<file path="src/rtl/key_hold_tracker.sv">
// Converts the single NIOS keycode stream into held per-player move flags using
// per-key hold timers aged by the frame clock, plus a one-shot Enter confirm.
module key_hold_tracker #(
  parameter int HOLD_FRAMES = 4,
  parameter int TW          = 3
) (
  input  logic       Clk,
  input  logic       Reset,
  input  logic [7:0] keycode,
  input  logic       frame_clk,
  output logic       fireboy_jump,
  output logic       fireboy_left,
  output logic       fireboy_right,
  output logic       icegirl_jump,
  output logic       icegirl_left,
  output logic       icegirl_right,
  output logic       confirm
);

  localparam int NK      = 7;
  localparam int K_W     = 0;
  localparam int K_A     = 1;
  localparam int K_D     = 2;
  localparam int K_UP    = 3;
  localparam int K_LEFT  = 4;
  localparam int K_RIGHT = 5;
  localparam int K_ENTER = 6;
  localparam logic [TW-1:0] RELOAD = TW'(HOLD_FRAMES);

  logic [2:0]    frame_sync;
  logic          frame_tick;
  logic [7:0]    kc_q;
  logic          accept;
  logic [NK-1:0] key_hit;
  logic [TW-1:0] timer [NK];
  logic [NK-1:0] held;
  logic          fb_last_right;
  logic          ig_last_right;
  logic          enter_q;
  logic          fb_left_d, fb_right_d, ig_left_d, ig_right_d;

  // Two sync flops plus one history flop for rising-edge detection.
  always_ff @(posedge Clk or posedge Reset) begin
    if (Reset) begin
      frame_sync <= '0;
      kc_q       <= '0;
    end else begin
      frame_sync <= {frame_sync[1:0], frame_clk};
      kc_q       <= keycode;
    end
  end

  assign frame_tick = frame_sync[1] & ~frame_sync[2];
  assign accept     = (keycode == kc_q) && (keycode != 8'h00);

  always_comb begin
    key_hit = '0;
    if (accept) begin
      key_hit[K_W]     = (keycode == 8'h1A);
      key_hit[K_A]     = (keycode == 8'h04);
      key_hit[K_D]     = (keycode == 8'h07);
      key_hit[K_UP]    = (keycode == 8'h52);
      key_hit[K_LEFT]  = (keycode == 8'h50);
      key_hit[K_RIGHT] = (keycode == 8'h4F);
      key_hit[K_ENTER] = (keycode == 8'h28);
    end
  end

  // A fresh sighting beats a simultaneous frame tick.
  always_ff @(posedge Clk or posedge Reset) begin
    if (Reset) begin
      for (int k = 0; k < NK; k++) timer[k] <= '0;
    end else begin
      for (int k = 0; k < NK; k++) begin
        if (key_hit[k])
          timer[k] <= RELOAD;
        else if (frame_tick && (timer[k] != '0))
          timer[k] <= timer[k] - TW'(1);
      end
    end
  end

  always_comb begin
    held = '0;
    for (int k = 0; k < NK; k++) held[k] = (timer[k] != '0);
  end

  // When both directions are held, the most recently pressed one wins.
  always_comb begin
    fb_left_d  = held[K_A];
    fb_right_d = held[K_D];
    ig_left_d  = held[K_LEFT];
    ig_right_d = held[K_RIGHT];
    if (held[K_A] && held[K_D]) begin
      fb_left_d  = ~fb_last_right;
      fb_right_d = fb_last_right;
    end
    if (held[K_LEFT] && held[K_RIGHT]) begin
      ig_left_d  = ~ig_last_right;
      ig_right_d = ig_last_right;
    end
  end

  always_ff @(posedge Clk or posedge Reset) begin
    if (Reset) begin
      fb_last_right <= 1'b0;
      ig_last_right <= 1'b0;
    end else begin
      if (key_hit[K_A])     fb_last_right <= 1'b0;
      if (key_hit[K_D])     fb_last_right <= 1'b1;
      if (key_hit[K_LEFT])  ig_last_right <= 1'b0;
      if (key_hit[K_RIGHT]) ig_last_right <= 1'b1;
    end
  end

  always_ff @(posedge Clk or posedge Reset) begin
    if (Reset) begin
      fireboy_jump  <= 1'b0;
      fireboy_left  <= 1'b0;
      fireboy_right <= 1'b0;
      icegirl_jump  <= 1'b0;
      icegirl_left  <= 1'b0;
      icegirl_right <= 1'b0;
      enter_q       <= 1'b0;
      confirm       <= 1'b0;
    end else begin
      fireboy_jump  <= held[K_W];
      fireboy_left  <= fb_left_d;
      fireboy_right <= fb_right_d;
      icegirl_jump  <= held[K_UP];
      icegirl_left  <= ig_left_d;
      icegirl_right <= ig_right_d;
      enter_q       <= held[K_ENTER];
      confirm       <= held[K_ENTER] & ~enter_q;
    end
  end

endmodule

</file>
<file path="config.mk">
export PLATFORM = sky130hd
export DESIGN_NAME = key_hold_tracker
export DESIGN_NICKNAME = d
export VERILOG_FILES = /design/src/rtl/key_hold_tracker.sv
export SDC_FILE = /design/constraint.sdc
export NUM_CORES = 1
export LEC_CHECK = 0
export ABC_AREA = 1
export CAP_MARGIN = 5
export CORE_ASPECT_RATIO = 1.4
export CORE_MARGIN = 1
export CORE_UTILIZATION = 58
export CTS_BUF_LIST = sky130_fd_sc_hd__clkbuf_2
export DETAILED_ROUTE_END_ITERATION = 8
export PLACE_DENSITY = 0.83
export SYNTH_ARGS = -nofsm -noshare
export SYNTH_HDL_FRONTEND = slang
export SYNTH_SLANG_ARGS = --single-unit
</file>
<file path="constraint.sdc">
create_clock -name Clk -period 3.27 [get_ports Clk]
set_input_delay 0.654 -clock Clk [delete_from_list [all_inputs] [get_ports Clk]]
set_output_delay 0.654 -clock Clk [all_outputs]
set_load 0.01 [all_outputs]
</file>
Word level (Yosys, flattened, before mapping)
Index checks and enable logic that the tools add are counted.

Input port bits: 11. Register bits after elaboration: 42. Logic and storage cells: 90. Output and inout port bits: 7.

Bitwise logic cells: 6. Mux-type cells: 23. Equal/unequal tests: 8. Add/sub/neg operators: 7. Reductions and logical operators: 27.

Operator list (number): 3-bit 2-to-1 mux (14); 8-bit by 7-bit == test with 1-bit output (second input constant) (3); 3-bit nonzero test (7); 3-bit by 1-bit subtractor with 3-bit output (second input constant) (7); 2-bit nonzero test (9); 8-bit by 3-bit == test with 1-bit output (second input constant) (2); 1-bit logical AND (10); 8-bit by 5-bit == test with 1-bit output (second input constant) (1); 8-bit by 6-bit == test with 1-bit output (second input constant) (1); 8-bit == test (1); 1-bit 2-to-1 mux (8); 8-bit nonzero test (1); 7-bit 2-to-1 mux (1); 1-bit inverter (4); 1-bit bitwise AND (2).

Logic depth before layout (Yosys ltp)
Gate-level depths: netlist of the first run.

Word-level depth: 5. Gate-level depth with buffers: 10. Gate-level depth less buffers: 10.

Worst setup path before layout of the first run
No wires, ideal clock.

Path kind: input to register. Start: in keycode[6]. End: reg timer[0] (netlist bit). Path buffers: 0. Setup time: 120 ps. Path slack: 1832 ps. Required time: 3150 ps. Cell stages on the path: 6. Data arrival time: 1319 ps. Cells stage by stage: xnor2_1 -> nand2_1 -> nor2_4 -> nand3_4 -> nor2_2 -> nor2_1.

Cells in the longest elaborated chain, start to end: 4. Elaborated cells between the ends (all ways): 7. Those cells by class: eq/ne (2); mux (2); reduce/logical (3).

RTL lines: from (decl) (line 9) `input logic [7:0] keycode,`; 8-bit == test / 8-bit nonzero test (equally long branches) (line 54) `assign accept = (keycode == kc_q) && (keycode != 8'h00);`; 1-bit logical AND (line 54); 7-bit 2-to-1 mux * (line 58) `if (accept) begin`; 3-bit 2-to-1 mux / 2-bit nonzero test (equally long branches); to (signal, indexed assignment) (line 78) `timer[k] <= timer[k] - TW'(1);`; to (decl) (line 35) `logic [TW-1:0] timer [NK];`.

Mark *: on every way between the ends. The rest lies on a longest branch, timed or not. A chain may end at the register's enable or synchronous reset.

Worst setup path after layout of the first run
Start: reg icegirl_right. End: out icegirl_right.

RTL lines: from (decl) (line 16) `output logic icegirl_right,`; from (signal assigned) (line 132) `icegirl_right <= ig_right_d;`.

No word-level cell between the ends.

==> impl_metrics.toml, run 1 <==
[synthesis]
syn_avg_cell_area_um2 = 8.72
synth.yosys.seq_area_share_pct = 48.8
syn_inst = 247
syn_nets = 272
yosys.cell_types.count = 24
yosys_warnings = 0
synth-seq-cells = 42
synth_area_um2 = 2150

[global_routing]
grt_overflow = 0
use_met3_pct = 5.11
busiest_layer = "met2"
grt_pass1_wl_um = 5930
grt_usage_pct = 20.7
grt_use_met2_pct = 37.2
grt_pass1_vias = 1469
met1_usage_pct = 22.9
antenna_found_initial = 0
grt_max_degree = 43

[pwr]
pwr-share-comb_pct = 34.8
leakagePower_uw = 0.00128
power.density_nw_per_um2 = 722
p_seq_share_pct = 44.1
p_sw_uw = 600
clkPwrFrac_pct = 21.0
sw_frac_of_total_pct = 33.7
p_total_uw = 1780
internal-power_uw = 1180
vdd_drop_max_uv = 628

[drt]
ant_nets = 0
drt_iter0_drc = 17
drc_errors = 0
wl_per_cell_um = 10.5
dr.pass1.iters = 4
route.vias.total = 1486
vias_per_cell = 4.76
routed_wl_um = 3270

[sta]
timing.fmax_mhz = 504
hold_ws_ps = 385
final_max_slew_viol_count = 0
post-route-min-period_ps = 1990
timing.final.crit_share_pct = 60.7
finalSetupViolCount = 0
tns_ps = 0
grt_setup_unrepaired = "false"
hold_violations = 0
worst_slew_pin_slew_ps = 511
maxSlewHeadroom_pct = 66.0
fin_skew_ps = 39.5

[placed_design]
hpwl_um = 2430
globalplace.congestion = 0.810
io_buffers = 17

[run]
maxCapViolCount = 0

[finish]
regArea_um2 = 1050
fin_nets = 296
drive_gt1_share_pct = 9.19
multi_input_area_um2 = 901
fillers = 254
syn_to_final_growth_pct = 14.3
n_antenna_cell = 0

[clock_tree]
cts_setup_buffers = 0
cts.clk_slew.worst_paths_ps = 240
worstSkewPairLatency_ps = 420
cts_sinks = 42
hold_buffers = 0
cts-root-buf = "clkbuf_2"
cts_buffers = 5
cts_resized = 0
cts-htree-levels = 2
tritoncts = "done"
cts_max_path_buffers = 2

[min_path]
hp-start = "frame_sync[0]$_DFF_PP0_"
hold_depth = 0
hp-class = "reg -> reg"

[critical_path]
r2r_end = "timer[10]$_DFFE_PP0P_"
cp.depth = 1
r2r-start = "frame_sync[2]$_DFF_PP0_"
path_max_fanout = 1
crit_start = "icegirl_right$_DFF_PP0_"
criticalPathCategory = "reg -> out"
critPathSlowestCell = "clkdlybuf4s50_1"
path_cells = "clkdlybuf4s50_1"
crit_required_ps = 2620
cp.arrival_ps = 1330
endpoint = "icegirl_right"
reg2reg_depth = 7
slowest_delay_ps = 520
rrSetupSlack_ps = 1770
end_kind = "primary output"
cp_top_family = "buffers and inverters"
start_kind = "flip-flop"
worst-path-buf-inv = 1

[floorplan]
die_y_um = 74.1
pin_count = 18
die_area_um2 = 3970
core_area_um2 = 3470
die_w_um = 53.5
start_util_pct = 62.1
fp-row-count = 25

[outcome]
status = "completed"
[metrics by stage]
| stage | cells | area (um2) | util, % | setup slack (ps) |
|---|---|---|---|---|
| final | 312 | 2460 | 71.0 | 1280 |
| after global placement | 304 | 2370 | 68.4 | 1120 |
| after detailed placement | 304 | 2370 | 68.4 | 1110 |
| after global routing | 312 | 2460 | 71.0 | 1220 |
| after CTS | 312 | 2460 | 71.0 | 1280 |
| after floorplan | 247 | 2150 | - | 1640 |
[flip-flops by register name (all words and copies together), names as in the netlist]
signal and count:
timer 21, fb_last_right 1, enter_q 1, fireboy_jump 1, frame_sync 3, icegirl_jump 1, icegirl_right 1, kc_q 8
icegirl_left 1, fireboy_left 1, ig_last_right 1, fireboy_right 1, confirm 1
[power groups by stage]
| stage | Combinational, uW | Clock (uW) | Sequential, uW |
|---|---|---|---|
| final | 620 | 374 | 786 |
| after global routing | 747 | 397 | 809 |
| after CTS | 632 | 380 | 787 |
| after detailed placement | 623 | 0 | 799 |
| after global placement | 591 | 0 | 789 |
| after floorplan | 431 | 0 | 800 |
[cells in the mapped netlist, drive strengths merged]
master	n	area share [%]
a21oi	3	0.70
nor2	35	7.9
ha	14	8.1
mux2i	1	0.46
or3	1	0.52
o21ai	9	2.4
nand3	9	2.7
inv	52	9.1
xor2	14	5.7
nand4	5	1.5
nand2	55	9.8
nor3	2	0.46
dfrtp	42	49
o21a	1	0.35
xnor2	3	1.2
buf	1	0.35
[area by class of cell]
type	count	share of cell area (%)
flip-flops and latches	42	42.7
clock buffers	5	1.02
inverters	52	7.92
multi-input cells	152	36.6
repair buffers	18	7.21
clock inverters	3	2.59
well taps	40	2.03
[worst min-delay path by stage]
stage                     slack (ps)                      end
final                            380  frame_sync[1]$_DFF_PP0_
after global routing             400  frame_sync[1]$_DFF_PP0_
after global placement           340  frame_sync[1]$_DFF_PP0_
after detailed placement         340  frame_sync[1]$_DFF_PP0_
after CTS                        380  frame_sync[1]$_DFF_PP0_
after floorplan                  330  frame_sync[1]$_DFF_PP0_
[cell families after synthesis]
group / share of synthesized area, %
compound gates: 3.48
xor+xnor: 6.91
fa+ha+maj: 8.13
buf+inv: 9.41
flops: 48.8
mux: 0.465
simple gates: 22.8
[layer usage]
metal  vias up  share of wire (%)  routed length, um
met1       674                 44               1430
met4         0                1.6                 53
met2        20                 52               1710
met5         -                  0                  0
met3         5                2.2                 73
li1        787                  -                  -
[placed cells by master (no fill, tap or decap), drive strengths merged, types with 2 or more instances in the layout]
master         instances
nand2                 55
inv                   52
dfrtp                 42
nor2                  35
clkdlybuf4s50         17
xor2                  14
ha                    14
nand3                  9
o21ai                  9
nand4                  5
clkbuf                 5
xnor2                  3
a21oi                  3
nor3                   2
bufinv                 2
Note: power is estimated with default switching activity, not from simulation.
==> inputs of run 2 (changes only) <==
- CORE_UTILIZATION: 58 -> 54
- PLACE_DENSITY: 0.83 -> 0.81
- clock period: 3.27 -> 1.7 ns (I/O delays scaled with it)
==> impl_metrics.toml, run 2 (synthesized netlist as in run 1, its figures left out) <==
[outcome]
status = "completed"

[sta]
grt_setup_unrepaired = "false"
maxSlewHeadroom_pct = 73.0
fin_skew_ps = 17.1
timing.final.crit_share_pct = 96.0
tns_ps = 0
hold_violations = 0
finalSetupViolCount = 0
post-route-min-period_ps = 1630
timing.fmax_mhz = 613
worst_slew_pin_slew_ps = 404
final_max_slew_viol_count = 0

[clock_tree]
cts_sinks = 42
tritoncts = "done"
cts_buffers = 5
cts_setup_buffers = 0
cts_max_path_buffers = 2
cts.clk_slew.worst_paths_ps = 200
cts-htree-levels = 2
cts-root-buf = "clkbuf_2"
worstSkewPairLatency_ps = 400

[floorplan]
die_area_um2 = 4250
start_util_pct = 57.6
core_area_um2 = 3740
pin_count = 18
die_w_um = 55.4
fp-row-count = 26
die_y_um = 76.7

[placed_design]
io_buffers = 17
globalplace.congestion = 0.901
dpl_cell_area_um2 = 2420
hpwl_um = 2500

[finish]
regArea_um2 = 1050
fin_nets = 300
n_antenna_cell = 0
syn_to_final_growth_pct = 15.7
regMostFlops = "timer"
largest_reg_flops = 21
final_common_cell = "nand2_1"
multi_input_area_um2 = 901
reg_top3 = "timer (21), kc_q (8), frame_sync (3)"
final_cell_mix = "nand2_1, inv_1, dfrtp_1"
fin_area_um2 = 2490
fillers = 286
drive_gt1_share_pct = 10.9

[pwr]
p_total_uw = 3300
p_sw_uw = 1170
internal-power_uw = 2140
leakagePower_uw = 0.00130
vdd_drop_max_uv = 876
sw_frac_of_total_pct = 35.3
clkPwrFrac_pct = 17.2
power.density_nw_per_um2 = 1330
pwr-share-comb_pct = 36.9
p_seq_share_pct = 45.9

[critical_path]
start_kind = "flip-flop"
path_cells = "clkdlybuf4s50_1"
path_max_fanout = 1
worst-path-buf-inv = 1
cp.arrival_ps = 1290
criticalPathCategory = "reg -> out"
cp_top_family = "buffers and inverters"
crit_required_ps = 1360
critPathSlowestCell = "clkdlybuf4s50_1"
slowest_delay_ps = 530
end_kind = "primary output"

[global_routing]
grt_overflow = 0
grt_max_degree = 36
grt_usage_pct = 18.7
grt_pass1_vias = 1554
grt_pass1_wl_um = 6310
antenna_found_initial = 0

[drt]
route.vias.total = 1539
ant_nets = 0
drt_iter0_drc = 34
dr.pass1.iters = 4
wl_per_cell_um = 10.8
drc_errors = 0
routed_wl_um = 3440
vias_per_cell = 4.84

[run]
maxCapViolCount = 0

[min_path]
hp-class = "in -> async"
run 2: cell count changes in the layout (fill, tap and decap cells not counted), sizes merged:
cell / before / now
clkinv: 1 / 0
dlymetal6s2s: 0 / 2
clkdlybuf4s50: 17 / 15
buf: 1 / 5
bufinv: 2 / 1
clkbuf: 5 / 6
clkinvlp: 0 / 1
run 2: path summary, 6_finish.rpt:
check / endpoint / from / cells after the start / slack [ps]
max: fireboy_right / fireboy_right$_DFF_PP0_ / 1 / 70
min: enter_q$_DFF_PP0_ / Reset / 2 / 180
max reg2reg: timer[8]$_DFFE_PP0P_ / timer[6]$_DFFE_PP0P_ / 8 / 280
min reg2reg: frame_sync[1]$_DFF_PP0_ / frame_sync[0]$_DFF_PP0_ / 0 / 390
max in group asynchronous: kc_q[2]$_DFF_PP0_ / Reset / 3 / 1020
min in group Clk: frame_sync[0]$_DFF_PP0_ / frame_clk / 1 / 350
run 2: layout make-up:
class                      count  area share [%]
clock buffer                   6            1.20
multi-input combinational    152            36.1
timing repair buffer          22            9.04
tap                           42            2.11
clock inverter                 2            1.51
sequential                    42            42.2
inverter                      52            7.83
run 2: routing by layer:
| layer | wire, um | up-vias | track usage [%] | share of wire [%] |
|---|---|---|---|---|
| met4 | 59 | 0 | 7.50 | 1.7 |
| met3 | 103 | 5 | 4.05 | 3.0 |
| met1 | 1470 | 713 | 20.9 | 43 |
| met2 | 1810 | 26 | 34.0 | 53 |
| met5 | 0 | - | 0 | 0 |
| li1 | - | 795 | - | - |
run 2: power by group through the flow:
stage | Sequential (uW) | Combinational, uW | Clock, uW
floorplan | 1540 | 830 | 0
global placement | 1520 | 1140 | 0
detailed placement | 1540 | 1210 | 0
CTS | 1520 | 1240 | 590
global route | 1550 | 1430 | 628
finish | 1510 | 1220 | 570
run 2: stage by stage:
| step | instances | util (%) | setup WS, ps | hold slack (ps) |
|---|---|---|---|---|
| after CTS | 318 | 66.5 | 33.6 | 175 |
| after detailed placement | 310 | 64.7 | -109 | 343 |
| after global routing | 318 | 66.6 | 7.94 | 186 |
| after floorplan | 247 | - | 386 | 331 |
| after global placement | 310 | 64.7 | -81.8 | 339 |
| final | 318 | 66.6 | 67.6 | 178 |
run 2: worst register-to-register path, cell delays in order, from the launching register on:
cell and delay, ps:
dfrtp_1 410, inv_1 110, ha_1 160, inv_1 40, nor2_1 160, nor2_1 120
nand2_1 80, xor2_1 200, nand2_1 70
run 2: what timing repair did:
| item | in CTS | in global routing |
|---|---|---|
| endpoints found under the setup margin | 0 | 2 |
| gates resized for setup | 0 | 2 |
| endpoints found under the hold margin | 0 | 0 |
| hold buffers | 0 | 0 |
